`src/rtl/riscv_pkg.sv`:
```
// Shared constants for the RV32I pipeline: datapath width, ALU op codes
// and forward-mux select codes used by the execute stage.
package riscv_pkg;

    localparam int XLEN_DEFAULT = 32;

    // ALU operation codes as programmed by decode
    localparam logic [2:0] ALU_ADD = 3'b000;
    localparam logic [2:0] ALU_SUB = 3'b001;
    localparam logic [2:0] ALU_AND = 3'b010;
    localparam logic [2:0] ALU_OR  = 3'b011;
    localparam logic [2:0] ALU_XOR = 3'b100;
    localparam logic [2:0] ALU_SLT = 3'b101;
    localparam logic [2:0] ALU_SLL = 3'b110;
    localparam logic [2:0] ALU_SRL = 3'b111;

    // Forward select codes driven by the hazard unit (11 falls back to RF)
    localparam logic [1:0] FWD_RF = 2'b00;
    localparam logic [1:0] FWD_W  = 2'b01;
    localparam logic [1:0] FWD_M  = 2'b10;

endpackage

```
`src/rtl/execute_cycle_alu.sv`:
```
// Combinational ALU for the execute stage; Zero feeds beq resolution.
module alu
    import riscv_pkg::*;
#(
    parameter int XLEN = XLEN_DEFAULT
) (
    input  logic [XLEN-1:0] SrcA,
    input  logic [XLEN-1:0] SrcB,
    input  logic [2:0]      ALUControl,
    output logic [XLEN-1:0] ALUResult,
    output logic            Zero
);

    localparam int SHW = $clog2(XLEN);

    // Only the low shift-amount bits of SrcB are significant
    logic [SHW-1:0] shamt;
    assign shamt = SrcB[SHW-1:0];

    // Operation select; arithmetic wraps, no overflow detection
    always_comb begin
        ALUResult = '0;
        case (ALUControl)
            ALU_ADD: ALUResult = SrcA + SrcB;
            ALU_SUB: ALUResult = SrcA - SrcB;
            ALU_AND: ALUResult = SrcA & SrcB;
            ALU_OR:  ALUResult = SrcA | SrcB;
            ALU_XOR: ALUResult = SrcA ^ SrcB;
            ALU_SLT: ALUResult = {{(XLEN-1){1'b0}}, ($signed(SrcA) < $signed(SrcB))};
            ALU_SLL: ALUResult = SrcA << shamt;
            ALU_SRL: ALUResult = SrcA >> shamt;
            default: ALUResult = '0;
        endcase
    end

    assign Zero = (ALUResult == '0);

endmodule

```
`src/rtl/execute_cycle.sv`:
```
// Execute stage: operand forwarding, ALU, branch/jump redirect and the
// E/M pipeline register feeding the memory stage.
module execute_cycle
    import riscv_pkg::*;
#(
    parameter int XLEN = XLEN_DEFAULT
) (
    input  logic            clk,
    input  logic            rst,
    input  logic [XLEN-1:0] RD1_E,
    input  logic [XLEN-1:0] RD2_E,
    input  logic [XLEN-1:0] ImmExtE,
    input  logic [XLEN-1:0] PCE,
    input  logic [XLEN-1:0] PCPlus4E,
    input  logic [4:0]      RdE,
    input  logic            RegWriteE,
    input  logic            MemWriteE,
    input  logic            JumpE,
    input  logic            jalrE,
    input  logic            BranchE,
    input  logic            ALUSrcE,
    input  logic [2:0]      ALUControlE,
    input  logic [1:0]      ResultSrcE,
    input  logic [1:0]      ForwardAE,
    input  logic [1:0]      ForwardBE,
    input  logic [XLEN-1:0] ALUResultM_in,
    input  logic [XLEN-1:0] ResultW,
    output logic            PCSrcE,
    output logic [XLEN-1:0] PCTargetE,
    output logic [XLEN-1:0] ALUResultM,
    output logic [XLEN-1:0] WriteDataM,
    output logic [XLEN-1:0] PCPlus4M,
    output logic [4:0]      RdM,
    output logic            RegWriteM,
    output logic            MemWriteM,
    output logic [1:0]      ResultSrcM
);

    logic [XLEN-1:0] src_a;
    logic [XLEN-1:0] src_b;
    logic [XLEN-1:0] write_data_e;
    logic [XLEN-1:0] alu_result_e;
    logic            zero_e;
    logic [XLEN-1:0] jalr_sum;

    // Forward muxes; the unused select code falls back to the register file value
    always_comb begin
        case (ForwardAE)
            FWD_W:   src_a = ResultW;
            FWD_M:   src_a = ALUResultM_in;
            default: src_a = RD1_E;
        endcase
        case (ForwardBE)
            FWD_W:   write_data_e = ResultW;
            FWD_M:   write_data_e = ALUResultM_in;
            default: write_data_e = RD2_E;
        endcase
        src_b = ALUSrcE ? ImmExtE : write_data_e;
    end

    alu #(.XLEN(XLEN)) u_alu (
        .SrcA       (src_a),
        .SrcB       (src_b),
        .ALUControl (ALUControlE),
        .ALUResult  (alu_result_e),
        .Zero       (zero_e)
    );

    // Redirect: jalr uses the forwarded rs1 with bit 0 cleared, others are PC-relative
    always_comb begin
        jalr_sum  = src_a + ImmExtE;
        PCTargetE = jalrE ? {jalr_sum[XLEN-1:1], 1'b0} : (PCE + ImmExtE);
        PCSrcE    = JumpE | jalrE | (BranchE & zero_e);
    end

    // E/M register state
    logic [XLEN-1:0] alu_result_m_q, alu_result_m_d;
    logic [XLEN-1:0] write_data_m_q, write_data_m_d;
    logic [XLEN-1:0] pc_plus4_m_q,   pc_plus4_m_d;
    logic [4:0]      rd_m_q,         rd_m_d;
    logic            reg_write_m_q,  reg_write_m_d;
    logic            mem_write_m_q,  mem_write_m_d;
    logic [1:0]      result_src_m_q, result_src_m_d;

    // Next-state of the E/M register: loads every cycle, no stall path
    always_comb begin
        alu_result_m_d = alu_result_e;
        write_data_m_d = write_data_e;
        pc_plus4_m_d   = PCPlus4E;
        rd_m_d         = RdE;
        reg_write_m_d  = RegWriteE;
        mem_write_m_d  = MemWriteE;
        result_src_m_d = ResultSrcE;
    end

    // E/M register; reset discards the instruction currently in E
    always_ff @(posedge clk) begin
        if (rst) begin
            alu_result_m_q <= '0;
            write_data_m_q <= '0;
            pc_plus4_m_q   <= '0;
            rd_m_q         <= '0;
            reg_write_m_q  <= 1'b0;
            mem_write_m_q  <= 1'b0;
            result_src_m_q <= '0;
        end else begin
            alu_result_m_q <= alu_result_m_d;
            write_data_m_q <= write_data_m_d;
            pc_plus4_m_q   <= pc_plus4_m_d;
            rd_m_q         <= rd_m_d;
            reg_write_m_q  <= reg_write_m_d;
            mem_write_m_q  <= mem_write_m_d;
            result_src_m_q <= result_src_m_d;
        end
    end

    assign ALUResultM = alu_result_m_q;
    assign WriteDataM = write_data_m_q;
    assign PCPlus4M   = pc_plus4_m_q;
    assign RdM        = rd_m_q;
    assign RegWriteM  = reg_write_m_q;
    assign MemWriteM  = mem_write_m_q;
    assign ResultSrcM = result_src_m_q;

endmodule

```
`config.mk`:
```
export PLATFORM = sky130hd
export DESIGN_NAME = execute_cycle
export DESIGN_NICKNAME = d
export VERILOG_FILES = /design/src/rtl/riscv_pkg.sv /design/src/rtl/execute_cycle_alu.sv /design/src/rtl/execute_cycle.sv
export SDC_FILE = /design/constraint.sdc
export NUM_CORES = 1
export LEC_CHECK = 0
export CELL_PAD_IN_SITES_DETAIL_PLACEMENT = 1
export CELL_PAD_IN_SITES_GLOBAL_PLACEMENT = 1
export CORE_UTILIZATION = 39
export CTS_CLUSTER_DIAMETER = 100
export DETAILED_ROUTE_END_ITERATION = 8
export GPL_ROUTABILITY_DRIVEN = 0
export PLACE_DENSITY = 0.95
export SYNTH_ARGS = -nofsm -noshare
export SYNTH_HDL_FRONTEND = slang
export SYNTH_SLANG_ARGS = --single-unit
```
`constraint.sdc`:
```
create_clock -name clk -period 16.48 [get_ports clk]
set_input_delay 2.472 -clock clk [delete_from_list [all_inputs] [get_ports clk]]
set_output_delay 2.472 -clock clk [all_outputs]
set_load 0.05 [all_outputs]
```
==> qor.txt <==
status: complete, no violations
DRT Pass-1 Iters: 9
crit-path cells: clkdlybuf4s50_1 > inv_1 > ha_2 > a221o_1 > o211ai_4 > buf_4 > inv_4 > ha_1 > fa_1 > nand2b_1 > a211o_1 > a211oi_1 > o211ai_1 > a31oi_1 > o21ai_0 > xnor2_1 > a2111oi_0 > nand4_1 > nor4_2 > nand4_1 > nor4_2 > a41o_1 > clkdlybuf4s50_1
die width: 203 um
Layout Cells excl Fill: 3062
crit share post-route: 77.1%
Worst slew margin: 16.2%
critical path capture point type: output pin
Area Growth Syn to Fin: 28.5%
CTS Buf Count: 9
Synth Area in Simple Gates: 21.8%
Worst-Margin Slew: 1250 ps
Placeable Area: 0.0397 mm2
min-delay worst type: input port to flop
CTS tree: done
EDFF count, synth: 0
setup TNS: 0 ps
register area: 0.00210 mm2
IO Port Bufs: 383
total grt overflow: 0
endpoints failing hold: 0
WL/cell: 26.1 um
max cap viols: 0
Period minus WS final: 12700 ps
final net count: 2943
Hold Buf Count CTS: 0
peak supply drop: 52.4 uV
slack of the critical path: 3780 ps
Cells after DPL: 3045
Post-synth top cells: nor2_1, a21oi_1, nand2_1, o21ai_0, ha_1
Arr. time, crit path: 10230 ps
mux contribution to synthesized area: 7.04%
Max Slew Vio Count: 0
H-tree levels: 3
global-route usage over all layers: 37.8%
critical path launch point type: input port
post-cts sizing count: 0
WP buf/inv: 5
most frequent cell after synthesis: nor2_1
Synth Instances: 2244
pwr/cell area: 87.1 mW/mm2
Post-Route WL: 80.0 mm
Fmax: 78.7 MHz
post-synth top area share: 13.4%
post-synthesis xor/xnor area fraction: 4.30%
# fillers: 5020
Top Ports: 384
CP required: 14010 ps
Antenna Violating Nets Remaining: 0
Starting Density: 39.5%
fin area: 0.0202 mm2
clock tree sinks: 105
die area: 0.0411 mm2
ratio of cells with drive above 1 in the final layout: 3.86%
Multi-input gate area: 0.0126 mm2
critical path's slowest cell: clkdlybuf4s50_1
Netlist cell types: 82
RSZ-0062 raised after global routing: false
complex-gate fraction of the synthesized area: 33.4%
dpl cell area: 0.0199 mm2
Top delay family on crit path: compound AO/OA/AOI/OAI gates
P_leak: 0.00825 uW
Setup CP Type: input port to output pin
Post-Syn Area: 0.0157 mm2
#FFs+latches synth: 105
vias in the first global route: 20609
synth warn: 0
cell taking the most area after synthesis: dfxtp_1
Iter 0 DRT Violations: 2352
Synth Area in Adders: 13.4%
DRC Markers: 0
Max stage delay on crit path: 810 ps
top_reg_cell synth: dfxtp_1
Root Buffer: clkbuf_16
Setup Buffers After CTS: 0
Synth Net Count: 2656
Crit Path Max Fanout: 46
Via density: 6.69
via count: 20484
pre-CTS WS: 3900 ps
Final HPWL DP: 62.8 mm
Post-synth ARST share: 0%
register area share after synthesis: 13.4%
top cells by area, synth: dfxtp_1, ha_1, nor2_1
syn_area_per_cell: 7.00 um2
largest net degree at the start of global routing: 87
CTS clk-pin slew, worst paths: 80 ps
FP Rows: 73
clk buf depth: 2
first-pass GRT wire length: 121 mm
initial antenna violation count: 4
Die Y: 203 um
setup violators final: 0
largest family of logic cells by synthesized area: compound AO/OA/AOI/OAI gates
-- area by class of cell --
| cell class | count | share of cell area (%) |
|---|---|---|
| Sequential cell | 105 | 10.4 |
| Multi-Input combinational cell | 1876 | 62.3 |
| Timing Repair Buffer | 422 | 20.4 |
| Antenna cell | 1 | 0.0124 |
| Clock buffer | 11 | 1.20 |
| Tap cell | 525 | 3.26 |
| Clock inverter | 5 | 0.236 |
| Inverter | 117 | 2.19 |
-- power by group --
part           switching (uW)  total [uW]  internal, uW
sequential               7.43         284           277
combinational             821        1250           429
clock                     113         222           110
-- sequential cells by signal, summed over array words and instances, names as in the netlist --
signal	cells
RegWriteM	1
MemWriteM	1
ALUResultM	32
RdM	5
WriteDataM	32
ResultSrcM	2
PCPlus4M	32
-- per-stage QoR --
| stage | power, uW | hold slack (ps) | utilization (%) |
|---|---|---|---|
| floorplan | 1070 | 2600 | - |
| global placement | 1440 | 3030 | 50.0 |
| detailed placement | 1480 | 3040 | 50.0 |
| CTS | 1710 | 2630 | 50.8 |
| global route | 1830 | 2640 | 50.8 |
| finish | 1760 | 2640 | 50.8 |
-- layer usage --
layer	GRT usage, %	share of wire (%)	up-vias
li1	-	-	8808
met1	44.2	37	9740
met2	60.3	43	1506
met3	13.2	13	422
met4	20.8	6.8	8
met5	0.238	0.11	-
-- cell families after synthesis --
group / after synthesis
AOI/OAI and AO/OA: 802
and+or+nand+nor: 727
buffers and inverters: 263
adders and majority gates: 166
DFF: 105
muxes: 104
xor gates and xnor gates: 77
-- final timing paths --
check	slack (ps)	from	depth (start not counted)	end
hold / removal	2640	PCPlus4E[4]	2	PCPlus4M[4]$_SDFF_PP0_
setup / recovery	3780	ForwardBE[0]	23	PCSrcE
-- layout by cell type (no fill, tap or decap), drive strengths merged, types with 20 or more instances in the layout --
master,synthesis,layout
nand3,52,52
o211ai,28,28
nand2,179,179
dfxtp,105,105
a21o,29,29
clkdlybuf4s50,0,379
nor2,251,251
mux2i,89,89
a31oi,23,23
ha,162,162
nor3,43,43
a211oi,23,23
a21oi,185,185
o22ai,60,60
o21ai,185,185
nor2b,69,69
and2,20,20
a22oi,76,76
buf,38,43
nand2b,29,29
xor2,23,23
xnor2,54,54
inv,115,117
No activity file was read; power rests on OpenSTA's default activity.
